**src/rtl/i2c_pkg.sv**
```systemverilog
// Shared types and constants for the seesaw I2C target: FSM state encoding,
// seesaw NeoPixel register constants and the I2C acknowledge level.
package i2c_pkg;

  typedef enum logic [2:0] {
    ST_IDLE,
    ST_ADDR,
    ST_ADDR_ACK,
    ST_WR_BYTE,
    ST_WR_ACK,
    ST_RD_BYTE,
    ST_RD_ACK,
    ST_IGNORE
  } i2c_target_state_t;

  localparam logic [7:0] SEESAW_NEOPIXEL_BASE = 8'h0E;
  localparam logic [7:0] SEESAW_NEOPIXEL_BUF  = 8'h04;
  localparam logic [7:0] SEESAW_NEOPIXEL_SHOW = 8'h05;
  localparam logic       I2C_ACK              = 1'b0;

endpackage

```
**src/rtl/i2c_bus_sync.sv**
```systemverilog
// SCL/SDA synchroniser and bus event detector (bit edges, START, STOP).
// Define I2C_GLITCH_FILTER_EN to add a 3-sample agreement filter after the synchroniser.
module i2c_bus_sync (
  input  logic clk,
  input  logic reset_n,
  input  logic scl_in,
  input  logic sda_in,
  output logic scl_rise,
  output logic scl_fall,
  output logic start_det,
  output logic stop_det,
  output logic sda_s
);

  logic [1:0] r_scl_sync;
  logic [1:0] r_sda_sync;
  logic       r_scl_d;
  logic       r_sda_d;
  logic       w_scl;
  logic       w_sda;

  // Idle bus is high, so the pipeline resets to 1 to avoid a false edge after reset.
  always_ff @(posedge clk or negedge reset_n) begin
    if (!reset_n) begin
      r_scl_sync <= 2'b11;
      r_sda_sync <= 2'b11;
    end else begin
      r_scl_sync <= {r_scl_sync[0], scl_in};
      r_sda_sync <= {r_sda_sync[0], sda_in};
    end
  end

`ifdef I2C_GLITCH_FILTER_EN
  logic [1:0] r_scl_hist;
  logic [1:0] r_sda_hist;
  logic       r_scl_f;
  logic       r_sda_f;

  always_ff @(posedge clk or negedge reset_n) begin
    if (!reset_n) begin
      r_scl_hist <= 2'b11;
      r_sda_hist <= 2'b11;
      r_scl_f    <= 1'b1;
      r_sda_f    <= 1'b1;
    end else begin
      r_scl_hist <= {r_scl_hist[0], r_scl_sync[1]};
      r_sda_hist <= {r_sda_hist[0], r_sda_sync[1]};
      if ((r_scl_sync[1] == r_scl_hist[0]) && (r_scl_hist[0] == r_scl_hist[1]))
        r_scl_f <= r_scl_sync[1];
      if ((r_sda_sync[1] == r_sda_hist[0]) && (r_sda_hist[0] == r_sda_hist[1]))
        r_sda_f <= r_sda_sync[1];
    end
  end

  assign w_scl = r_scl_f;
  assign w_sda = r_sda_f;
`else
  assign w_scl = r_scl_sync[1];
  assign w_sda = r_sda_sync[1];
`endif

  always_ff @(posedge clk or negedge reset_n) begin
    if (!reset_n) begin
      r_scl_d <= 1'b1;
      r_sda_d <= 1'b1;
    end else begin
      r_scl_d <= w_scl;
      r_sda_d <= w_sda;
    end
  end

  assign scl_rise  = w_scl & ~r_scl_d;
  assign scl_fall  = ~w_scl & r_scl_d;
  assign start_det = w_scl & r_scl_d & r_sda_d & ~w_sda;
  assign stop_det  = w_scl & r_scl_d & ~r_sda_d & w_sda;
  assign sda_s     = w_sda;

endmodule

```
**src/rtl/seesaw_i2c_target.sv**
```systemverilog
// Seesaw-protocol I2C target: decodes {base,func} register bytes, emits write strobes
// and read requests to a host register file. Open-drain SDA only; SCL is never stretched.
module seesaw_i2c_target
  import i2c_pkg::*;
#(
  parameter logic [6:0] DEVICE_ADDRESS = 7'h2E,
  parameter int         OFFSET_WIDTH   = 6
) (
  input  logic                    clk,
  input  logic                    reset_n,
  input  logic                    scl_in,
  input  logic                    sda_in,
  output logic                    sda_oe,
  output logic                    wr_valid,
  output logic [15:0]             wr_reg,
  output logic [OFFSET_WIDTH-1:0] wr_offset,
  output logic [7:0]              wr_data,
  output logic                    rd_req,
  output logic [OFFSET_WIDTH-1:0] rd_offset,
  input  logic [7:0]              rd_data,
  output logic                    busy,
  output logic                    stop_pulse,
  output i2c_target_state_t       dbg_state
);

  localparam logic [OFFSET_WIDTH-1:0] OFS_ONE = OFFSET_WIDTH'(1);

  logic w_scl_rise, w_scl_fall, w_start_det, w_stop_det, w_sda_s;
  logic [7:0] w_byte;

  i2c_target_state_t       r_state;
  logic [7:0]              r_shift;
  logic [3:0]              r_bit_cnt;
  logic [1:0]              r_reg_phase;
  logic [1:0]              r_ld_cnt;
  logic                    r_rnw;
  logic                    r_mack;
  logic                    r_sda_oe;
  logic                    r_wr_valid;
  logic [15:0]             r_wr_reg;
  logic [OFFSET_WIDTH-1:0] r_wr_cnt;
  logic [OFFSET_WIDTH-1:0] r_wr_offset;
  logic [7:0]              r_wr_data;
  logic                    r_rd_req;
  logic [OFFSET_WIDTH-1:0] r_rd_offset;
  logic                    r_busy;
  logic                    r_stop_pulse;

  i2c_bus_sync u_bus_sync (
    .clk       (clk),
    .reset_n   (reset_n),
    .scl_in    (scl_in),
    .sda_in    (sda_in),
    .scl_rise  (w_scl_rise),
    .scl_fall  (w_scl_fall),
    .start_det (w_start_det),
    .stop_det  (w_stop_det),
    .sda_s     (w_sda_s)
  );

  assign w_byte = {r_shift[6:0], w_sda_s};

  // Read handshake: rd_req is a one-clk request for {wr_reg, rd_offset}; the host must
  // present rd_data within 2 clk and hold it until the next rd_req. r_ld_cnt counts down
  // to the capture point, where bit 7 is put on the bus.
  always_ff @(posedge clk or negedge reset_n) begin
    if (!reset_n) begin
      r_state      <= ST_IDLE;
      r_shift      <= 8'h00;
      r_bit_cnt    <= 4'd0;
      r_reg_phase  <= 2'd0;
      r_ld_cnt     <= 2'd0;
      r_rnw        <= 1'b0;
      r_mack       <= 1'b1;
      r_sda_oe     <= 1'b0;
      r_wr_valid   <= 1'b0;
      r_wr_reg     <= 16'h0000;
      r_wr_cnt     <= '0;
      r_wr_offset  <= '0;
      r_wr_data    <= 8'h00;
      r_rd_req     <= 1'b0;
      r_rd_offset  <= '0;
      r_busy       <= 1'b0;
      r_stop_pulse <= 1'b0;
    end else begin
      r_wr_valid   <= 1'b0;
      r_rd_req     <= 1'b0;
      r_stop_pulse <= 1'b0;
      if (r_ld_cnt != 2'd0) begin
        r_ld_cnt <= r_ld_cnt - 2'd1;
        if (r_ld_cnt == 2'd1) begin
          r_shift  <= rd_data;
          r_sda_oe <= ~rd_data[7];
        end
      end
      if (w_stop_det) begin
        r_state      <= ST_IDLE;
        r_sda_oe     <= 1'b0;
        r_stop_pulse <= r_busy;
        r_busy       <= 1'b0;
        r_ld_cnt     <= 2'd0;
      end else if (w_start_det) begin
        r_state     <= ST_ADDR;
        r_sda_oe    <= 1'b0;
        r_busy      <= 1'b0;
        r_bit_cnt   <= 4'd0;
        r_reg_phase <= 2'd0;
        r_ld_cnt    <= 2'd0;
        r_wr_cnt    <= '0;
        r_wr_offset <= '0;
        r_rd_offset <= '0;
      end else begin
        case (r_state)
          ST_ADDR: begin
            if (w_scl_rise) begin
              r_shift   <= w_byte;
              r_bit_cnt <= r_bit_cnt + 4'd1;
            end else if (w_scl_fall && (r_bit_cnt == 4'd8)) begin
              r_bit_cnt <= 4'd0;
              if (r_shift[7:1] == DEVICE_ADDRESS) begin
                r_state  <= ST_ADDR_ACK;
                r_sda_oe <= 1'b1;
                r_busy   <= 1'b1;
                r_rnw    <= r_shift[0];
              end else begin
                r_state <= ST_IGNORE;
              end
            end
          end
          ST_ADDR_ACK: begin
            if (w_scl_fall) begin
              r_sda_oe <= 1'b0;
              if (r_rnw) begin
                r_state  <= ST_RD_BYTE;
                r_rd_req <= 1'b1;
                r_ld_cnt <= 2'd2;
              end else begin
                r_state <= ST_WR_BYTE;
              end
            end
          end
          ST_WR_BYTE: begin
            if (w_scl_rise) begin
              r_shift   <= w_byte;
              r_bit_cnt <= r_bit_cnt + 4'd1;
              if (r_bit_cnt == 4'd7) begin
                case (r_reg_phase)
                  2'd0: begin
                    r_wr_reg[15:8] <= w_byte;
                    r_reg_phase    <= 2'd1;
                  end
                  2'd1: begin
                    r_wr_reg[7:0] <= w_byte;
                    r_reg_phase   <= 2'd2;
                  end
                  default: begin
                    r_wr_valid  <= 1'b1;
                    r_wr_data   <= w_byte;
                    r_wr_offset <= r_wr_cnt;
                    r_wr_cnt    <= r_wr_cnt + OFS_ONE;
                  end
                endcase
              end
            end else if (w_scl_fall && (r_bit_cnt == 4'd8)) begin
              r_bit_cnt <= 4'd0;
              r_state   <= ST_WR_ACK;
              r_sda_oe  <= 1'b1;
            end
          end
          ST_WR_ACK: begin
            if (w_scl_fall) begin
              r_sda_oe <= 1'b0;
              r_state  <= ST_WR_BYTE;
            end
          end
          ST_RD_BYTE: begin
            if (w_scl_rise) begin
              r_bit_cnt <= r_bit_cnt + 4'd1;
            end else if (w_scl_fall) begin
              if (r_bit_cnt == 4'd8) begin
                r_bit_cnt <= 4'd0;
                r_sda_oe  <= 1'b0;
                r_state   <= ST_RD_ACK;
              end else begin
                r_shift  <= {r_shift[6:0], 1'b0};
                r_sda_oe <= ~r_shift[6];
              end
            end
          end
          ST_RD_ACK: begin
            if (w_scl_rise) begin
              r_mack <= w_sda_s;
            end else if (w_scl_fall) begin
              if (r_mack == I2C_ACK) begin
                r_state     <= ST_RD_BYTE;
                r_rd_offset <= r_rd_offset + OFS_ONE;
                r_rd_req    <= 1'b1;
                r_ld_cnt    <= 2'd2;
              end else begin
                r_sda_oe <= 1'b0;
                r_state  <= ST_IGNORE;
              end
            end
          end
          default: ;
        endcase
      end
    end
  end

  assign sda_oe     = r_sda_oe;
  assign wr_valid   = r_wr_valid;
  assign wr_reg     = r_wr_reg;
  assign wr_offset  = r_wr_offset;
  assign wr_data    = r_wr_data;
  assign rd_req     = r_rd_req;
  assign rd_offset  = r_rd_offset;
  assign busy       = r_busy;
  assign stop_pulse = r_stop_pulse;
  assign dbg_state  = r_state;

endmodule

```
**config.mk**
```make
export PLATFORM = sky130hd
export DESIGN_NAME = seesaw_i2c_target
export DESIGN_NICKNAME = d
export VERILOG_FILES = /design/src/rtl/i2c_pkg.sv /design/src/rtl/i2c_bus_sync.sv /design/src/rtl/seesaw_i2c_target.sv
export SDC_FILE = /design/constraint.sdc
export NUM_CORES = 1
export LEC_CHECK = 0
export ABC_CLOCK_PERIOD_IN_PS = 2250
export CAP_MARGIN = 10
export CORE_UTILIZATION = 25
export CTS_BUF_LIST = sky130_fd_sc_hd__clkbuf_4 sky130_fd_sc_hd__clkbuf_8
export CTS_CLUSTER_DIAMETER = 40
export DETAILED_ROUTE_END_ITERATION = 8
export PLACE_DENSITY_LB_ADDON = 0.25
export SLEW_MARGIN = 20
export SYNTH_ARGS = -nofsm -noshare
export SYNTH_HDL_FRONTEND = slang
export SYNTH_SLANG_ARGS = --single-unit
```
**constraint.sdc**
```tcl
create_clock -name clk -period 2.25 [get_ports clk]
set_input_delay 0.225 -clock clk [delete_from_list [all_inputs] [get_ports clk]]
set_output_delay 0.225 -clock clk [all_outputs]
set_load 0.005 [all_outputs]
```
==> results of run 1 <==
stage by stage:
| step | cells | util, % | area (sq um) | setup WS (ns) |
|---|---|---|---|---|
| 2_1_floorplan | 298 | - | 3520 | 0.0308 |
| 3_3_place_gp | 546 | 33.3 | 4480 | 0.0321 |
| 3_5_place_dp | 546 | 33.3 | 4480 | -0.0183 |
| 4_1_cts | 563 | 35.0 | 4710 | 0.00371 |
| 5_1_grt | 562 | 35.7 | 4800 | -0.0314 |
| 6_report | 562 | 35.7 | 4800 | 0.0479 |
power breakdown:
part           leakage, nW  switching [mW]  internal [mW]  total [mW]
logic                 1.02           0.447          0.438       0.884
registers            0.993           0.158           1.47        1.63
clock network       0.0987           0.505          0.551        1.06
total                 2.11            1.11           2.46        3.57
kinds of logic after synthesis:
family	Yosys count
multiplexers	40
AND/OR/NAND/NOR	84
flip-flops	74
adder cells (fa/ha/maj)	7
XOR/XNOR	5
AO/OA/AOI/OAI	60
buffers and inverters	28
worst register-to-register path, delay by kind of cell (launching register included):
kind,cells,cell delay [ns]
adders and majority gates,1,0.14
DFF,1,0.59
muxes,1,0.34
and+or+nand+nor,3,1.02
synth_stat cells, types with 4 or more instances:
cell type	instances
sky130_fd_sc_hd__nand3b_1	6
sky130_fd_sc_hd__dfrtp_1	67
sky130_fd_sc_hd__o31ai_1	5
sky130_fd_sc_hd__a31oi_1	5
sky130_fd_sc_hd__inv_1	12
sky130_fd_sc_hd__xnor2_1	4
sky130_fd_sc_hd__dfstp_2	7
sky130_fd_sc_hd__or4_1	4
sky130_fd_sc_hd__o21ai_0	8
sky130_fd_sc_hd__nor2_1	17
sky130_fd_sc_hd__mux2_4	8
sky130_fd_sc_hd__a22o_1	8
sky130_fd_sc_hd__clkbuf_1	11
sky130_fd_sc_hd__nand2_1	17
sky130_fd_sc_hd__nor4_1	4
sky130_fd_sc_hd__nand4b_1	4
sky130_fd_sc_hd__mux2_2	32
sky130_fd_sc_hd__a21oi_1	8
sky130_fd_sc_hd__nand3_1	5
sky130_fd_sc_hd__ha_1	7
cell type report:
class	count	area (sq um)	share of cell area [%]
multi-input cells	196	1650	34.4
flip-flops and latches	74	1860	38.8
repair buffers	88	823	17.2
well taps	176	220	4.59
clock inverters	5	55.1	1.15
inverters	12	45.0	0.939
clock buffers	11	145	3.02
what timing repair did:
item                       4_1_cts  5_1_grt
gates cloned                     0        0
hold endpoints to repair        39        0
setup endpoints to repair       10       33
hold buffers                     1        0
resized for setup                4       18
pin swaps                        1        3
final timing paths:
path                                           from  slack, ns                        to  cells after the start
max reg2reg                u_bus_sync.r_scl_sync[1]       0.05                 wr_reg[9]                      5
max                        u_bus_sync.r_scl_sync[1]       0.05                 wr_reg[9]                      5
min reg2reg                u_bus_sync.r_sda_sync[0]       0.36  u_bus_sync.r_sda_sync[1]                      0
min in group asynchronous                   reset_n       0.42                 wr_reg[5]                      2
max in group asynchronous                   reset_n       1.17        u_bus_sync.r_scl_d                      3
min                                          sda_in       0.28  u_bus_sync.r_sda_sync[0]                      1
routing by layer:
| metal | GRT usage, % | vias to the layer above |
|---|---|---|
| li1 | - | 1266 |
| met1 | 18.2 | 1341 |
| met2 | 19.9 | 39 |
| met3 | 2.50 | 13 |
| met4 | 6.17 | 0 |
| met5 | 0 | - |
==> results.md, run 1 <==
- The wire length on met2 is 4.14 mm.
- Detailed routing inserted a total of 2,659 vias.
- The highest layer touched by signal routing is met4.
- Dividing the detail-routed wire length by the instance count gives 15.6 microns.
- After detailed routing, the wire length on met1 is 4.22 mm.
- Headroom to the max-slew limit came out at 60.8%.
- The maximum fanout along the worst path is 8.
- Dividing the synthesized area by the synthesized cell count gives between 10 and 15 sq um.
- The clock input transition at the sequential cells of the worst setup and hold paths is ~0.070 ns.
- The number of global-route vias before repair is 2,767.
- The placeable core region is approximately 13,000 sq um.
- CTS placed an instance of sky130_fd_sc_hd__clkbuf_8 at the clock tree root.
- Wire segments on met3 add up to 240 microns in the final route.
- Yosys printed 0 warnings.
- The xor/xnor cell area share of the yosys netlist is 1.25%.
- The run finished with clean final reports.
- The fraction of the mapped netlist area in simple logic gates is 13.5%.
- Summing the areas of all compound-gate instances in the mapped netlist gives 12.7% of the synthesized area.
- STA puts the critical path data arrival time at 2.43 ns.
- Once the floorplan was initialized, standard cells occupied 26.1% of the core.
- The number of nets handed over by synthesis was 317.
- For this run, asynchronously set or reset flops after synthesis account for 100%.
- Synthesis instantiated 55 different standard cells from the library.
- The register with the most flip-flops in the layout has 16 of them.
- Across the run, the number of max-cap violations was 0.
- The time the worst path needs with I/O delays and setup is 2.20 ns.
- The synthesized design spends more area on one cell type than any other, namely sky130_fd_sc_hd__dfrtp_1.
- The final count of pins violating max slew is 0.
- The element type at the critical path start is a flip-flop.
- The library cells used most frequently in the layout, excluding fill and tap cells, are sky130_fd_sc_hd__dfrtp_1 (67), sky130_fd_sc_hd__clkdlybuf4s50_1 (54), sky130_fd_sc_hd__mux2_2 (31), sky130_fd_sc_hd__buf_4 (31).
- Setup repair after global routing could not meet its margin everywhere.
- Cells with a size suffix above 1 make up 30.1% of the layout.
- The maximum cell stage delay along the critical path is 0.59 ns.
- The remaining design rule violation count is 0.
- The number of search-and-repair iterations in the first detailed-routing pass is 4.
- Dividing the detail-routed via count by the number of cells gives around 4.7.
- The residual antenna-violating net count after detailed routing is 0.
- The filler cells instantiated in the layout total approximately 1,400.
- The predominant post-synthesis flop cell is sky130_fd_sc_hd__dfrtp_1.
- The number of instances in the synthesized netlist is 298.
- The first-pass GRT wire length is 14.7 mm.
- The share of the clock period used by the worst path after layout is ~98%.
- IR analysis of the VDD net gives a maximum drop of around 0.00027 V.
- The largest net degree at the start of global routing is 43.
- The library cell used most frequently in the layout, excluding fill and tap cells, is sky130_fd_sc_hd__dfrtp_1.
- The portion of synthesized area spent on multiplexers is approximately 14%.
- The insertion delay to the later sink of the worst-skew pair is 0.35 ns.
- TritonCTS built the clock tree.
- The setup path with the least slack is of type flip-flop to flip-flop.
- By area, the combinational part of the netlist is dominated by multiplexers.
- Setup violations remaining at the end of the flow were counted as 0.
- Across the routed clock network, the largest skew measured is between 0.01 and 0.015 ns.
- The area share of the largest cell type after synthesis is a little under half.
- The net count of the finished layout is 400.
- The signal on the critical path passes through ha_4 -> nand3b_1 -> or3_4 -> or4_4 -> mux2_4.
- After synthesis the cells add up to ~3500 sq um.
- The buffer levels on the longest clock path is 2.
- The die is 121 microns wide.
- Measured along the y axis, the die boundary spans 121 microns.
- Once detailed placement completed, the half-perimeter wirelength came to 6.25 mm.
- At the worst endpoint, the required time is 2.48 ns.
- The hold violation total from the final report was 0.
- By area the synthesized netlist is led by sky130_fd_sc_hd__dfrtp_1 (48%), sky130_fd_sc_hd__mux2_2 (10%), sky130_fd_sc_hd__dfstp_2 (5.2%), sky130_fd_sc_hd__mux2_4 (3.4%), sky130_fd_sc_hd__ha_1 (2.5%).
- Together, buffers and inverters on the worst path number 0.
- The category of cells accounting for the largest share of critical-path delay is simple AND/OR/NAND/NOR gates.
- The fmax is ~0.45 GHz.
- CTS built an H-tree with a depth of 3.
- The design draws 3.57 mW.
- The slew at the pin closest to its max-slew limit is approximately 0.6 ns.
- The total grt overflow is 0.
- Global routing used between 10% and 20% of the available tracks across all layers.
- The tightest min-delay check is of the input port to flip-flop type.
- The number of antenna diodes is 0.
- STA classifies the critical path endpoint as a flip-flop.
- Summed over all layers, the routed wires come to a little under 9 mm.
- Port buffering added 55 buffers.
- The initialized floorplan defines 42 standard-cell rows.
- Summing the areas of all fa, ha and maj instances in the mapped netlist gives 2.49% of the synthesized area.
- The worst hold margin is 0.279 ns.
- The cell at the slowest stage of the critical path is sky130_fd_sc_hd__dfstp_2.
- The number of antenna violations at the first check in global routing is 0.
- From synthesis to final layout, the design area changed by 36.7%.
- The global placer's final weighted congestion is 0.832.
- Clock tree synthesis inserted a total of 9 buffers.
- The die covers 14,500 sq um.
- The count of clock tree sinks is 74.
- Sequential cells were found to cover between 50 and 60% of the synthesized design area.
- The flip-flop and latch count after synthesis is 74.
- The post-CTS setup buffer count is 0.
- The number of enable-type register cells in the synthesized netlist is 0.
- The first routing iteration left 94 violations.
- For this design the top-level I/O count stands at 56.
- The power density relative to cell area is ~740 nW/um^2.
- The final sum of negative setup slack is 0 ns.
- The leakage dissipation is 2.11 nW.
Power figures use the tool's default switching activity.
==> run 2, diff against run 1 <==
Settings changed: CORE_UTILIZATION 25 to 49.
==> run 2 against run 1 <==
The run now ends with hold timing left. Maximum frequency fell by 1.3%. Routed wire length fell by 6.5%. Sequential share of layout area rose by 1.3 points. Critical path type unchanged. First-iteration DRC count rose by 78%. Largest cell class unchanged. Total power rose by 1.9%. Die area fell by 48%. Final area fell by 3.1%.
==> results.md, run 2 (same netlist as run 1, synthesis figures left out) <==
- The flow ran to the end, but the final reports show violations.
- The final reports fail on hold timing.
- The time the worst path needs with I/O delays and setup is 2.23 ns.
- Clock-pin slew was measured on the worst setup and hold paths at around 0.070 ns.
- The worst register-to-register path ends at wr_reg[9].
- Counting along the longest clock path gives a buffer depth of 2.
- The total global-route track usage is 23.6%.
- The tightest hold path in the finished design has a slack of -0.00515 ns.
- The number of buffers added by the clock tree synthesis step is 9.
- The number of global-route vias before repair came to 2,713.
- After floorplanning, the core was divided into 30 placement rows.
- The number of placed I/O pins is 56.
- The net count of the finished layout is 396.
- The maximum cell stage delay along the critical path is around 0.6 ns.
- After detailed routing, the number of remaining DRC violations is 0.
- Dividing the detail-routed wire length by the instance count gives 17.1 microns.
- The number of hold buffers added after cts is 0.
- The detailed router finished its first iteration with 167 violations.
- Data on the critical path is required at its endpoint by 2.47 ns.
- The total grt overflow is 0.
- The final count of pins violating max slew came to 0.
- The arrival time at the worst endpoint is 2.45 ns.
- The maximum clock skew at final layout is ~0.019 ns.
- The library cell used most frequently in the layout, excluding fill and tap cells, is sky130_fd_sc_hd__dfrtp_1.
- The initial cell density of the core is 51.1%.
- The worst path uses 99.1% of the clock period.
- The number of filler cells placed in the layout is between 500 and 600.
- The number of antenna diodes is 0.
- The largest net degree at the start of global routing is 75.
- The die width is 86.6 microns.
- Setup repair after global routing could not meet its margin everywhere.
- The signal on the critical path passes through ha_4 -> nand3b_1 -> or3_4 -> or4_4 -> buf_6 -> mux2_4.
- The library cells used most frequently in the layout, excluding fill and tap cells, are sky130_fd_sc_hd__dfrtp_1 (67), sky130_fd_sc_hd__clkdlybuf4s50_1 (54), sky130_fd_sc_hd__mux2_2 (31).
- The type of the tightest min-delay check is input port to async pin.
- The leakage dissipation is 2.09 nW.
- The area of combinational cells with multiple inputs is approximately 1600 sq um.
- The number of antenna violations at the first check in global routing is 0.
- The number of cells on the worst reg-to-reg path is 6.
- The startpoint identified for the worst register-to-register timing path is u_bus_sync.r_scl_sync[1].
- The post-detailed-route via-to-cell ratio is 5.63.
- The hold violation total from the final report is 9.
- The floorplan step defined a die boundary enclosing 7510 sq um.
- Once placement completed, the tool counted placed cells totaling 459.
- The sequential cells in the finished layout cover a total of 1860 sq um.
- The residual antenna-violating net count after detailed routing is 0.
- The worst pin sits at a relative slew slack of 39.3%.
- The critical path is of the flip-flop to flip-flop type.
- The register with the most flip-flops in the layout has 16 of them.
- The post-layout instance count excluding filler cells is 478.
- The area overhead of the layout relative to synthesis is 32.4%.
- The HPWL after detailed placement is 5.41 mm.
- The region available for standard cell placement spans 6870 sq um.
- TritonCTS built the clock tree.
- The final sum of negative setup slack is 0 ns.
- The detailed-route via count is 2,689.
- The H-tree depth is 3.
- At the end of routability-driven placement, the weighted congestion stood at 0.831.
- The minimum setup slack among reg-to-reg paths is 0.02 ns.
- Counting every sink on the clock net gives 74.
- Cells with a size suffix above 1 make up 28.5% of the layout.
- In this run the tool buffered the top-level ports with 55 buffer cells.
- The tool flagged a number of max-cap violations equal to 0.
- Setup violations remaining at the end of the flow were counted as 0.
- The first-pass GRT wire length is 13.5 mm.
- Across the VDD grid, the largest voltage drop is 0.000388 V.
- Static timing analysis puts the maximum clock frequency at 0.448 GHz.
- The cell at the slowest stage of the critical path is sky130_fd_sc_hd__dfstp_2.
- The floorplan step set the die height to 86.6 microns.
- The power density relative to cell area is 782 nW/um^2.
- The insertion delay to the later sink of the worst-skew pair is 0.35 ns.
- STA classifies the critical path startpoint as a flip-flop.
- For the pin with the worst max-slew slack, the measured transition is ~0.91 ns.
- Along the worst path, the maximum fanout reaches 8.
- The number of search-and-repair iterations in the first detailed-routing pass is 4.
- CTS placed an instance of sky130_fd_sc_hd__clkbuf_8 at the clock tree root.
- The aggregate routed wire length is 8.18 mm.
- The category of the worst setup path capture point is a flip-flop.
## run 2: cell count changes in the layout (fill, tap and decap cells not counted), moves of 2 or more
cell / delta
sky130_fd_sc_hd__buf_4: -4
sky130_fd_sc_hd__buf_6: +2
sky130_fd_sc_hd__o21ai_0: -2
sky130_fd_sc_hd__o21ai_1: +2
## run 2: repair_timing
item	4_1_cts	5_1_grt
pin swaps	2	3
resized for setup	4	17
endpoints found under the setup margin	3	32
buffers inserted	2	1
## run 2: per-layer routing
metal  GRT usage (%)  share of wire [%]  vias up
met2            37.2                 49       55
met5               0                  0        -
met3            5.05                3.7        9
met4            7.88                1.3        0
met1            32.6                 46     1370
li1                -                  -     1255
## run 2: where the power goes
part | switching, mW | leakage [nW] | internal (mW)
Sequential | 0.164 | 0.993 | 1.47
Clock | 0.522 | 0.110 | 0.642
Combinational | 0.420 | 0.990 | 0.418
Total | 1.11 | 2.09 | 2.53
## run 2: worst max path at each step
stage	startpoint	to	slack, ns	depth (start not counted)
after global placement	u_bus_sync.r_scl_sync[1]	wr_reg[15]	0.04	6
final	u_bus_sync.r_scl_sync[1]	wr_reg[9]	0.02	6
after CTS	u_bus_sync.r_scl_sync[1]	wr_reg[9]	0.0003	6
after detailed placement	u_bus_sync.r_scl_d	rd_offset[4]	-0.01	7
after global routing	r_bit_cnt[1]	wr_reg[9]	-0.05	6
after floorplan	u_bus_sync.r_scl_sync[1]	wr_reg[10]	0.03	6
## run 2: worst max-delay path: cells and delay by family, from the launching register on
kind	cells	cell delay [ns]
fa+ha+maj	1	0.15
buf+inv	1	0.17
flops	1	0.59
mux	1	0.30
simple gates	3	0.91
## run 2: cell type report
cell class              instances  share of cell area (%)
flip-flops and latches         74                    40.0
clock inverters                 6                    1.94
well taps                      96                    2.58
multi-input cells             196                    34.8
clock buffers                  10                    2.83
repair buffers                 84                    16.9
inverters                      12                   0.969
## run 2: stage by stage
step | power [mW] | area [sq um] | setup WS (ns) | util (%) | hold slack (ns)
2_1_floorplan | 2.11 | 3520 | 0.0308 | - | -0.0706
3_5_place_dp | 2.45 | 4320 | -0.0106 | 62.9 | 0.353
6_report | 3.63 | 4650 | 0.0196 | 67.7 | -0.00515
5_1_grt | 3.82 | 4650 | -0.0528 | 67.7 | 0.0638
4_1_cts | 3.62 | 4570 | 0.000279 | 66.6 | 0.0395
3_3_place_gp | 2.41 | 4320 | 0.0381 | 62.9 | 0.346
